**src/rtl/shift_alu_pkg.sv**
```systemverilog
// rtl/shift_alu_pkg.sv - shared opcodes, widths and command record for the shift ALU path
package shift_alu_pkg;

    localparam int REGISTER_WIDTH = 32;
    localparam int CMD_TAG_W      = 4;

    localparam logic [2:0] SHLEFTLOG = 3'b000;
    localparam logic [2:0] SHLEFTART = 3'b001;
    localparam logic [2:0] SHRGHTLOG = 3'b010;
    localparam logic [2:0] SHRGHTART = 3'b011;

    typedef struct packed {
        logic [2:0]                op;
        logic [4:0]                shift;
        logic [REGISTER_WIDTH-1:0] data;
        logic [CMD_TAG_W-1:0]      tag;
    } shift_cmd_t;

    // Only the four shift encodings are understood by the ALU; 1xx is reserved.
    function automatic logic is_legal_op(input logic [2:0] op);
        return (op[2] == 1'b0);
    endfunction

endpackage

```
**src/rtl/shift_cmd_fifo.sv**
```systemverilog
// rtl/shift_cmd_fifo.sv - power-of-two command FIFO with occupancy count
module shift_cmd_fifo
    import shift_alu_pkg::*;
#(
    parameter int DEPTH = 4
) (
    input  logic       clock,
    input  logic       reset,
    input  logic       push,
    input  shift_cmd_t push_cmd,
    input  logic       pop,
    output shift_cmd_t head_cmd,
    output logic       full,
    output logic       empty
);

    localparam int PTR_W = (DEPTH > 1) ? $clog2(DEPTH) : 1;
    localparam int CNT_W = $clog2(DEPTH + 1);

    shift_cmd_t       mem [DEPTH];
    logic [PTR_W-1:0] rd_ptr;
    logic [PTR_W-1:0] wr_ptr;
    logic [CNT_W-1:0] count;
    logic             push_ok;
    logic             pop_ok;

    assign full     = (count == CNT_W'(DEPTH));
    assign empty    = (count == '0);
    assign push_ok  = push && !full;
    assign pop_ok   = pop && !empty;
    assign head_cmd = mem[rd_ptr];

    // Storage needs no reset: entries are only read while count says they are valid.
    always_ff @(posedge clock) begin
        if (push_ok) begin
            mem[wr_ptr] <= push_cmd;
        end
    end

    always_ff @(posedge clock or posedge reset) begin
        if (reset) begin
            rd_ptr <= '0;
            wr_ptr <= '0;
            count  <= '0;
        end else begin
            if (push_ok) begin
                wr_ptr <= wr_ptr + PTR_W'(1);
            end
            if (pop_ok) begin
                rd_ptr <= rd_ptr + PTR_W'(1);
            end
            case ({push_ok, pop_ok})
                2'b10:   count <= count + CNT_W'(1);
                2'b01:   count <= count - CNT_W'(1);
                default: count <= count;
            endcase
        end
    end

endmodule

```
**src/rtl/shift_issue_queue.sv**
```systemverilog
// rtl/shift_issue_queue.sv - buffered issue of shift commands to the ALU with a tagged result slot; option SHIFT_ISSUE_ILLEGAL_CHECK_EN
module shift_issue_queue
    import shift_alu_pkg::*;
#(
    parameter int DEPTH = 4,
    parameter int TAG_W = CMD_TAG_W
) (
    input  logic                      clock,
    input  logic                      reset,
    input  logic                      cmd_valid,
    output logic                      cmd_ready,
    input  logic [2:0]                cmd_op,
    input  logic [4:0]                cmd_shift,
    input  logic [REGISTER_WIDTH-1:0] cmd_data,
    input  logic [TAG_W-1:0]          cmd_tag,
    output logic                      alu_enable,
    output logic [2:0]                alu_op,
    output logic [4:0]                alu_shift,
    output logic [REGISTER_WIDTH-1:0] alu_in,
    input  logic [REGISTER_WIDTH:0]   alu_out,
    output logic                      res_valid,
    input  logic                      res_ready,
    output logic [REGISTER_WIDTH:0]   res_data,
`ifdef SHIFT_ISSUE_ILLEGAL_CHECK_EN
    output logic                      res_err,
`endif
    output logic [TAG_W-1:0]          res_tag
);

    shift_cmd_t push_cmd;
    shift_cmd_t head;
    logic       full;
    logic       empty;
    logic       issue;

    assign push_cmd.op    = cmd_op;
    assign push_cmd.shift = cmd_shift;
    assign push_cmd.data  = cmd_data;
    assign push_cmd.tag   = CMD_TAG_W'(cmd_tag);

    shift_cmd_fifo #(.DEPTH(DEPTH)) u_fifo (
        .clock    (clock),
        .reset    (reset),
        .push     (cmd_valid),
        .push_cmd (push_cmd),
        .pop      (issue),
        .head_cmd (head),
        .full     (full),
        .empty    (empty)
    );

    assign cmd_ready = !full;
    // A held result blocks issue because the ALU output is the result storage.
    assign issue     = !empty && (!res_valid || res_ready);
    assign alu_op    = head.op;
    assign alu_shift = head.shift;
    assign alu_in    = head.data;

    always_ff @(posedge clock or posedge reset) begin
        if (reset) begin
            res_valid <= 1'b0;
            res_tag   <= '0;
        end else if (issue) begin
            res_valid <= 1'b1;
            res_tag   <= TAG_W'(head.tag);
        end else if (res_ready) begin
            res_valid <= 1'b0;
        end
    end

`ifdef SHIFT_ISSUE_ILLEGAL_CHECK_EN
    assign alu_enable = issue && is_legal_op(head.op);
    assign res_data   = res_err ? '0 : alu_out;

    always_ff @(posedge clock or posedge reset) begin
        if (reset) begin
            res_err <= 1'b0;
        end else if (issue) begin
            res_err <= !is_legal_op(head.op);
        end
    end
`else
    assign alu_enable = issue;
    assign res_data   = alu_out;
`endif

endmodule
```
**config.mk**
```make
export PLATFORM = sky130hd
export DESIGN_NAME = shift_issue_queue
export DESIGN_NICKNAME = d
export VERILOG_FILES = /design/src/rtl/shift_alu_pkg.sv /design/src/rtl/shift_cmd_fifo.sv /design/src/rtl/shift_issue_queue.sv
export SDC_FILE = /design/constraint.sdc
export NUM_CORES = 1
export LEC_CHECK = 0
export BUFFER_PORTS_ARGS = -buffer_cell sky130_fd_sc_hd__buf_2
export CAP_MARGIN = 20
export CORE_MARGIN = 10
export CORE_UTILIZATION = 54
export CTS_BUF_LIST = sky130_fd_sc_hd__clkbuf_16
export CTS_CLUSTER_DIAMETER = 30
export DETAILED_ROUTE_END_ITERATION = 10
export PLACE_DENSITY = 0.86
export REMOVE_ABC_BUFFERS = 1
export SLEW_MARGIN = 5
export SYNTH_ARGS = -nofsm -noshare
export SYNTH_HDL_FRONTEND = slang
export SYNTH_SLANG_ARGS = --single-unit
```
**constraint.sdc**
```tcl
create_clock -name clock -period 2.59 [get_ports clock]
set_clock_uncertainty 0.2 [all_clocks]
set_input_delay 0.1295 -clock clock [delete_from_list [all_inputs] [get_ports clock]]
set_output_delay 0.1295 -clock clock [all_outputs]
set_load 0.01 [all_outputs]
```
Word-level counts from Yosys, hierarchy flattened --
Memories as Yosys holds them, arrays and structs flattened. Index checks and enable logic that the tools add are counted.
Word-level totals: output and inout port bits 80, bits of input ports 81, bits in registers 12, memories kept 1, bits in writable memories 176, word-level logic and storage cells 28
Cells by class: mux-type cells 5, eq/ne operators 3, reduce and logical (&&, ||, !) cells 10, add/sub/neg operators 4
Memories:
- u_fifo.mem | depth 4, bits a word 44, rd ports 1, clocked after memory_dff 0, write ports 1, RTL line shift_cmd_fifo.sv:20 | shift_cmd_t mem [DEPTH];
Operator list (count):
- 3-bit one-hot mux with 2 select lines | 1
- 2-bit by 1-bit adder with 2-bit output (second input constant) | 2
- 1-bit two-way mux | 4
- 2-bit nonzero test | 2
- 3-bit by 1-bit adder with 3-bit output (second input constant) | 1
- 3-bit == test (second input constant) | 1
- 1-bit logical AND | 3
- 1-bit zero test | 3
- 3-bit zero test | 1
- 3-bit by 1-bit subtractor with 3-bit output (second input constant) | 1
- 2-bit by 1-bit == test with 1-bit output (second input constant) | 1
- 2-bit == test (second input constant) | 1
- 1-bit logical OR | 1

Longest topological paths before layout --
depth after elaboration 6, gate-level depth with buffers 8

Modules after synthesis --
Synthesis repeated with hierarchy kept, for this count alone.
Unflattened totals: cell total of the unflattened synthesis 316, area, all modules 7294.5 um^2
Modules (own cells, without submodules):
- shift_cmd_fifo | cells each 268, instances 1, area each 6840.3 um^2
- shift_issue_queue | cells each 48, instances 1, area each 454.2 um^2

Least setup slack after synthesis --
No wires, ideal clock.
kind reg2reg, start point register u_fifo.count[1], end point register u_fifo.count[1], library setup time 0.125 ns, slack 0.370 ns, cell stages (with the launch flop) 7, buffers on the path 0, period minus slack after synthesis 2.220 ns, arrival 1.896 ns, cells stage by stage dfrtp_1 -> or3b_4 -> and2_4 -> inv_1 -> ha_1 -> fa_1 -> mux2_2
On the way: elaborated cells on any way between the ends 13, classes of those cells add/sub: 2; eq/ne: 3; mux: 1; reduce/logical: 7
RTL lines:
- start: declaration | RTL line shift_cmd_fifo.sv:23 | logic [CNT_W-1:0] count;
- start signal: assignment | RTL line shift_cmd_fifo.sv:53 | 2'b10: count <= count + CNT_W'(1);
- start signal: assignment | RTL line shift_cmd_fifo.sv:54 | 2'b01: count <= count - CNT_W'(1);
- start signal: assignment | RTL line shift_cmd_fifo.sv:55 | default: count <= count;
- 3-bit == test (*) | RTL line shift_cmd_fifo.sv:27 | assign full = (count == CNT_W'(DEPTH));
- 1-bit zero test (*)
- via cmd_ready | RTL line shift_issue_queue.sv:11 | output logic cmd_ready,
- 1-bit logical AND (*) | RTL line shift_cmd_fifo.sv:29 | assign push_ok = push && !full;
- 2-bit by 1-bit == test with 1-bit output / 2-bit == test (equally long branches) | RTL line shift_cmd_fifo.sv:52 | case ({push_ok, pop_ok})
- 3-bit one-hot mux with 2 select lines / 2-bit nonzero test (equally long branches)
The timed path passes the listed nets; every way through them passes the cells marked *. A chain may end at the register's enable or synchronous reset.

Worst setup path after layout --
start point register u_fifo.count[0], end point register u_fifo.count[1]
On the way: longest elaborated chain between the ends 6, elaborated cells on any way between the ends 13, classes of those cells add/sub: 2; eq/ne: 3; mux: 1; reduce/logical: 7
RTL lines:
- 3-bit zero test | RTL line shift_cmd_fifo.sv:28 | assign empty = (count == '0);
- 1-bit zero test | RTL line shift_cmd_fifo.sv:30, shift_issue_queue.sv:54
- 1-bit logical AND | RTL line shift_issue_queue.sv:54 | assign issue = !empty && (!res_valid || res_ready);
- 1-bit logical AND | RTL line shift_cmd_fifo.sv:30 | assign pop_ok = pop && !empty;
- 2-bit by 1-bit == test with 1-bit output / 2-bit == test (equally long branches) | RTL line shift_cmd_fifo.sv:52
- 3-bit one-hot mux with 2 select lines / 2-bit nonzero test (equally long branches)
Parallel ways exist; a longest one is shown, timed or not.

==> summary.txt <==
Outcome
  • Run status: complete, no violations

Synthesis
  • Synth area leaders: edfxtp_1, mux4_2, buf_4
  • Synthesized area: 0.00750 mm2
  • Ys async rst share: 0.0638
  • Top cells by count, synth: edfxtp_1, buf_4, mux4_2
  • Gate Count Post-Synth: 350
  • Most used DFF post-synth: edfxtp_1
  • Post-synth EDFFs: 176
  • Yosys top cell area share: 0.705
  • Seq/Total Area, Yosys: 0.745
  • Top-count cell post-synth: edfxtp_1
  • Synth Warn #: 0
  • Netlist cell types: 22
  • Seq cells post-synth: 188
  • Synth area leader: edfxtp_1
  • Post-synthesis area per instance: 21.4 um2

Setup path
  • Crit path max fanout: 6
  • Flop-to-flop setup slack: approximately 160 ps
  • Setup crit start kind: flip-flop
  • WP data arrival: 2530 ps
  • Crit-path slowest cell: fa_1
  • Critical Path RT: 2700 ps
  • Setup CP Type: reg2reg
  • Worst-path cell chain: or3b_4 > and2_4 > inv_1 > ha_1 > fa_1 > mux2_2
  • Worst r2r src: u_fifo.count[0]
  • Crit end category: flip-flop
  • R2r endpoint: u_fifo.count[1]
  • R2R depth: 6
  • CP peak stage delay: 470 ps

Power
  • Final Power: around 9.7 mW
  • Max IR drop VDD: 0.000562 V
  • PwrDens: between 1000 and 1500 mW/mm2
  • Lkg Pwr: 3.11 nW

Clock tree
  • Clock Pin Slew Worst Setup and Hold Paths: 70 ps
  • Clk_lat worst skew: about 420 ps
  • Root cell of the clock tree: clkbuf_16
  • Clock sinks: 188
  • Clock buffer depth: 2
  • CTS H-Tree Depth: 4
  • Total CTS buffers: 17
  • CTS tree: built

Routing
  • WL final: 14700 um
  • Routed via count: 3411
  • DR iter-0 viols: about 290
  • Antenna Violating Nets Remaining: 0
  • DRC: 0
  • Vias per cell: 5.46
  • DR WL/cell: approximately 23 um
  • Detailed Routing Iterations Pass 1: 4

Floorplanning
  • Core Footprint: around 0.013 mm2
  • Die area: roughly 0.019 mm2
  • Die span in y: between 100 and 150 um
  • I/O pin count: 161
  • Die X: 138 um
  • Floorplan row count: 42
  • Initial Util: 0.559

Layout
  • # diodes: 0
  • Net total in the final layout: 523
  • Synth-to-Final Area Change: 17.1%
  • Final instance area: 0.00877 mm2
  • Share of layout cells above drive strength 1: 0.428
  • Fillers: 889

Timing
  • Minimum clock period: about 2400 ps
  • RSZ-0062 raised after global routing: false
  • Fmax: 0.412 GHz
  • Final TNS setup: 0 ps
  • Max-slew headroom: 0.553
  • Final period util: 0.937
  • Final Setup Violations: 0
  • Worst-Margin Slew: 670 ps
  • Final Max Slew Viols: 0
  • Hold Fails Final Rpt: 0

Place
  • Gpl congestion: 0.749
  • Placed inst area: 0.00772 mm2
  • Post-detail-place hpwl: around 9200 um
  • Port bufs: 94

Min path
  • HP Class: in2async

Global route
  • First-pass GRT wire length: between 20000 and 25000 um
  • Vias in the first global route: around 3800
  • All-layer global routing usage: 0.161
  • Initial antenna violation count: 0
  • Largest net degree at the start of global routing: 46
  • Grt ovf: 0

Run
  • Maxcap violations: 0
==> timing repair <==
| item | in CTS | in global routing |
|---|---|---|
| buffers inserted | 0 | 1 |
| endpoints found under the setup margin | 0 | 22 |
| hold endpoints to repair | 193 | 0 |
| gates resized for setup | 0 | 0 |
| hold buffers | 47 | 0 |
==> state kept, by name, summed over array words and instances (netlist names) <==
| name | flops |
|---|---|
| res_tag | 4 |
| u_fifo.wr_ptr | 2 |
| u_fifo.mem | 176 |
| u_fifo.rd_ptr | 2 |
| res_valid | 1 |
| u_fifo.count | 3 |
==> logic make-up (layout without fill, tap and decap cells) <==
kind of cell	Yosys count	in the layout	synth area share
DFF	188	188	0.745
adders and majority gates	6	6	0.0110
xor gates and xnor gates	6	6	0.00701
buffers and inverters	88	187	0.0836
muxes	50	50	0.142
AOI/OAI and AO/OA	1	1	0.00117
and+or+nand+nor	11	11	0.0103
==> routing by layer <==
metal | vias up | track usage | wire length (um)
met5 | - | 0.00277 | 0
met4 | 0 | 0.0545 | 154
met3 | 15 | 0.0812 | 1490
met2 | 141 | 0.250 | 7190
met1 | 1765 | 0.190 | 5840
li1 | 1490 | - | -
==> power by group <==
part	internal, mW	switching, mW
registers	4.04	0.270
clock network	1.34	1.11
logic	1.47	1.51
total	6.85	2.88
==> layout by cell type (no fill, tap or decap), types with 2 or more instances in the layout <==
cell type and count:
buf_2 94, and3_2 4, inv_6 5, mux4_2 44, inv_1 6, clkinv_4 4
dfrtp_1 10, dlygate4sd3_1 47, mux2_2 5, edfxtp_1 176, buf_12 7, ha_1 5
xor2_1 3, clkbuf_16 17, buf_4 2, xnor2_1 3
==> area by class of cell <==
| class | count | area, um2 | area share |
|---|---|---|---|
| clock buffers | 17 | 425 | 0.0485 |
| clock inverters | 15 | 140 | 0.0160 |
| inverters | 5 | 18.8 | 0.00214 |
| multi-input cells | 74 | 1280 | 0.146 |
| flip-flops and latches | 188 | 5590 | 0.637 |
| well taps | 176 | 220 | 0.0251 |
| repair buffers | 150 | 1100 | 0.125 |
==> critical path: cells and delay by family (launching register included) <==
| kind | cells | cell delay [ps] |
|---|---|---|
| multiplexers | 1 | 290 |
| adder cells (fa/ha/maj) | 2 | 690 |
| flip-flops | 1 | 450 |
| AND/OR/NAND/NOR | 2 | 620 |
| buffers and inverters | 1 | 60 |
==> per-stage QoR <==
| step | hold WS [ps] | cells | worst slack, ps | util |
|---|---|---|---|---|
| 2_1_floorplan | -206 | 267 | -489 | - |
| 3_3_place_gp | -59.6 | 545 | 357 | 0.576 |
| 3_5_place_dp | -41.0 | 545 | 244 | 0.576 |
| 4_1_cts | 47.0 | 624 | 1.00 | 0.653 |
| 5_1_grt | 59.1 | 625 | 6.58 | 0.655 |
| 6_report | 57.0 | 625 | 162 | 0.655 |
==> how the worst max path moves through the flow <==
stage	startpoint	end	cells past startpoint
global placement	u_fifo.count[1]	u_fifo.count[1]	6
CTS	u_fifo.rd_ptr[0]	alu_in[30]	3
floorplan	u_fifo.rd_ptr[0]	res_tag[0]	2
finish	u_fifo.count[0]	u_fifo.count[1]	6
detailed placement	u_fifo.count[0]	u_fifo.count[2]	7
global route	u_fifo.count[0]	u_fifo.count[2]	7
(Power assumes the default switching activity.)
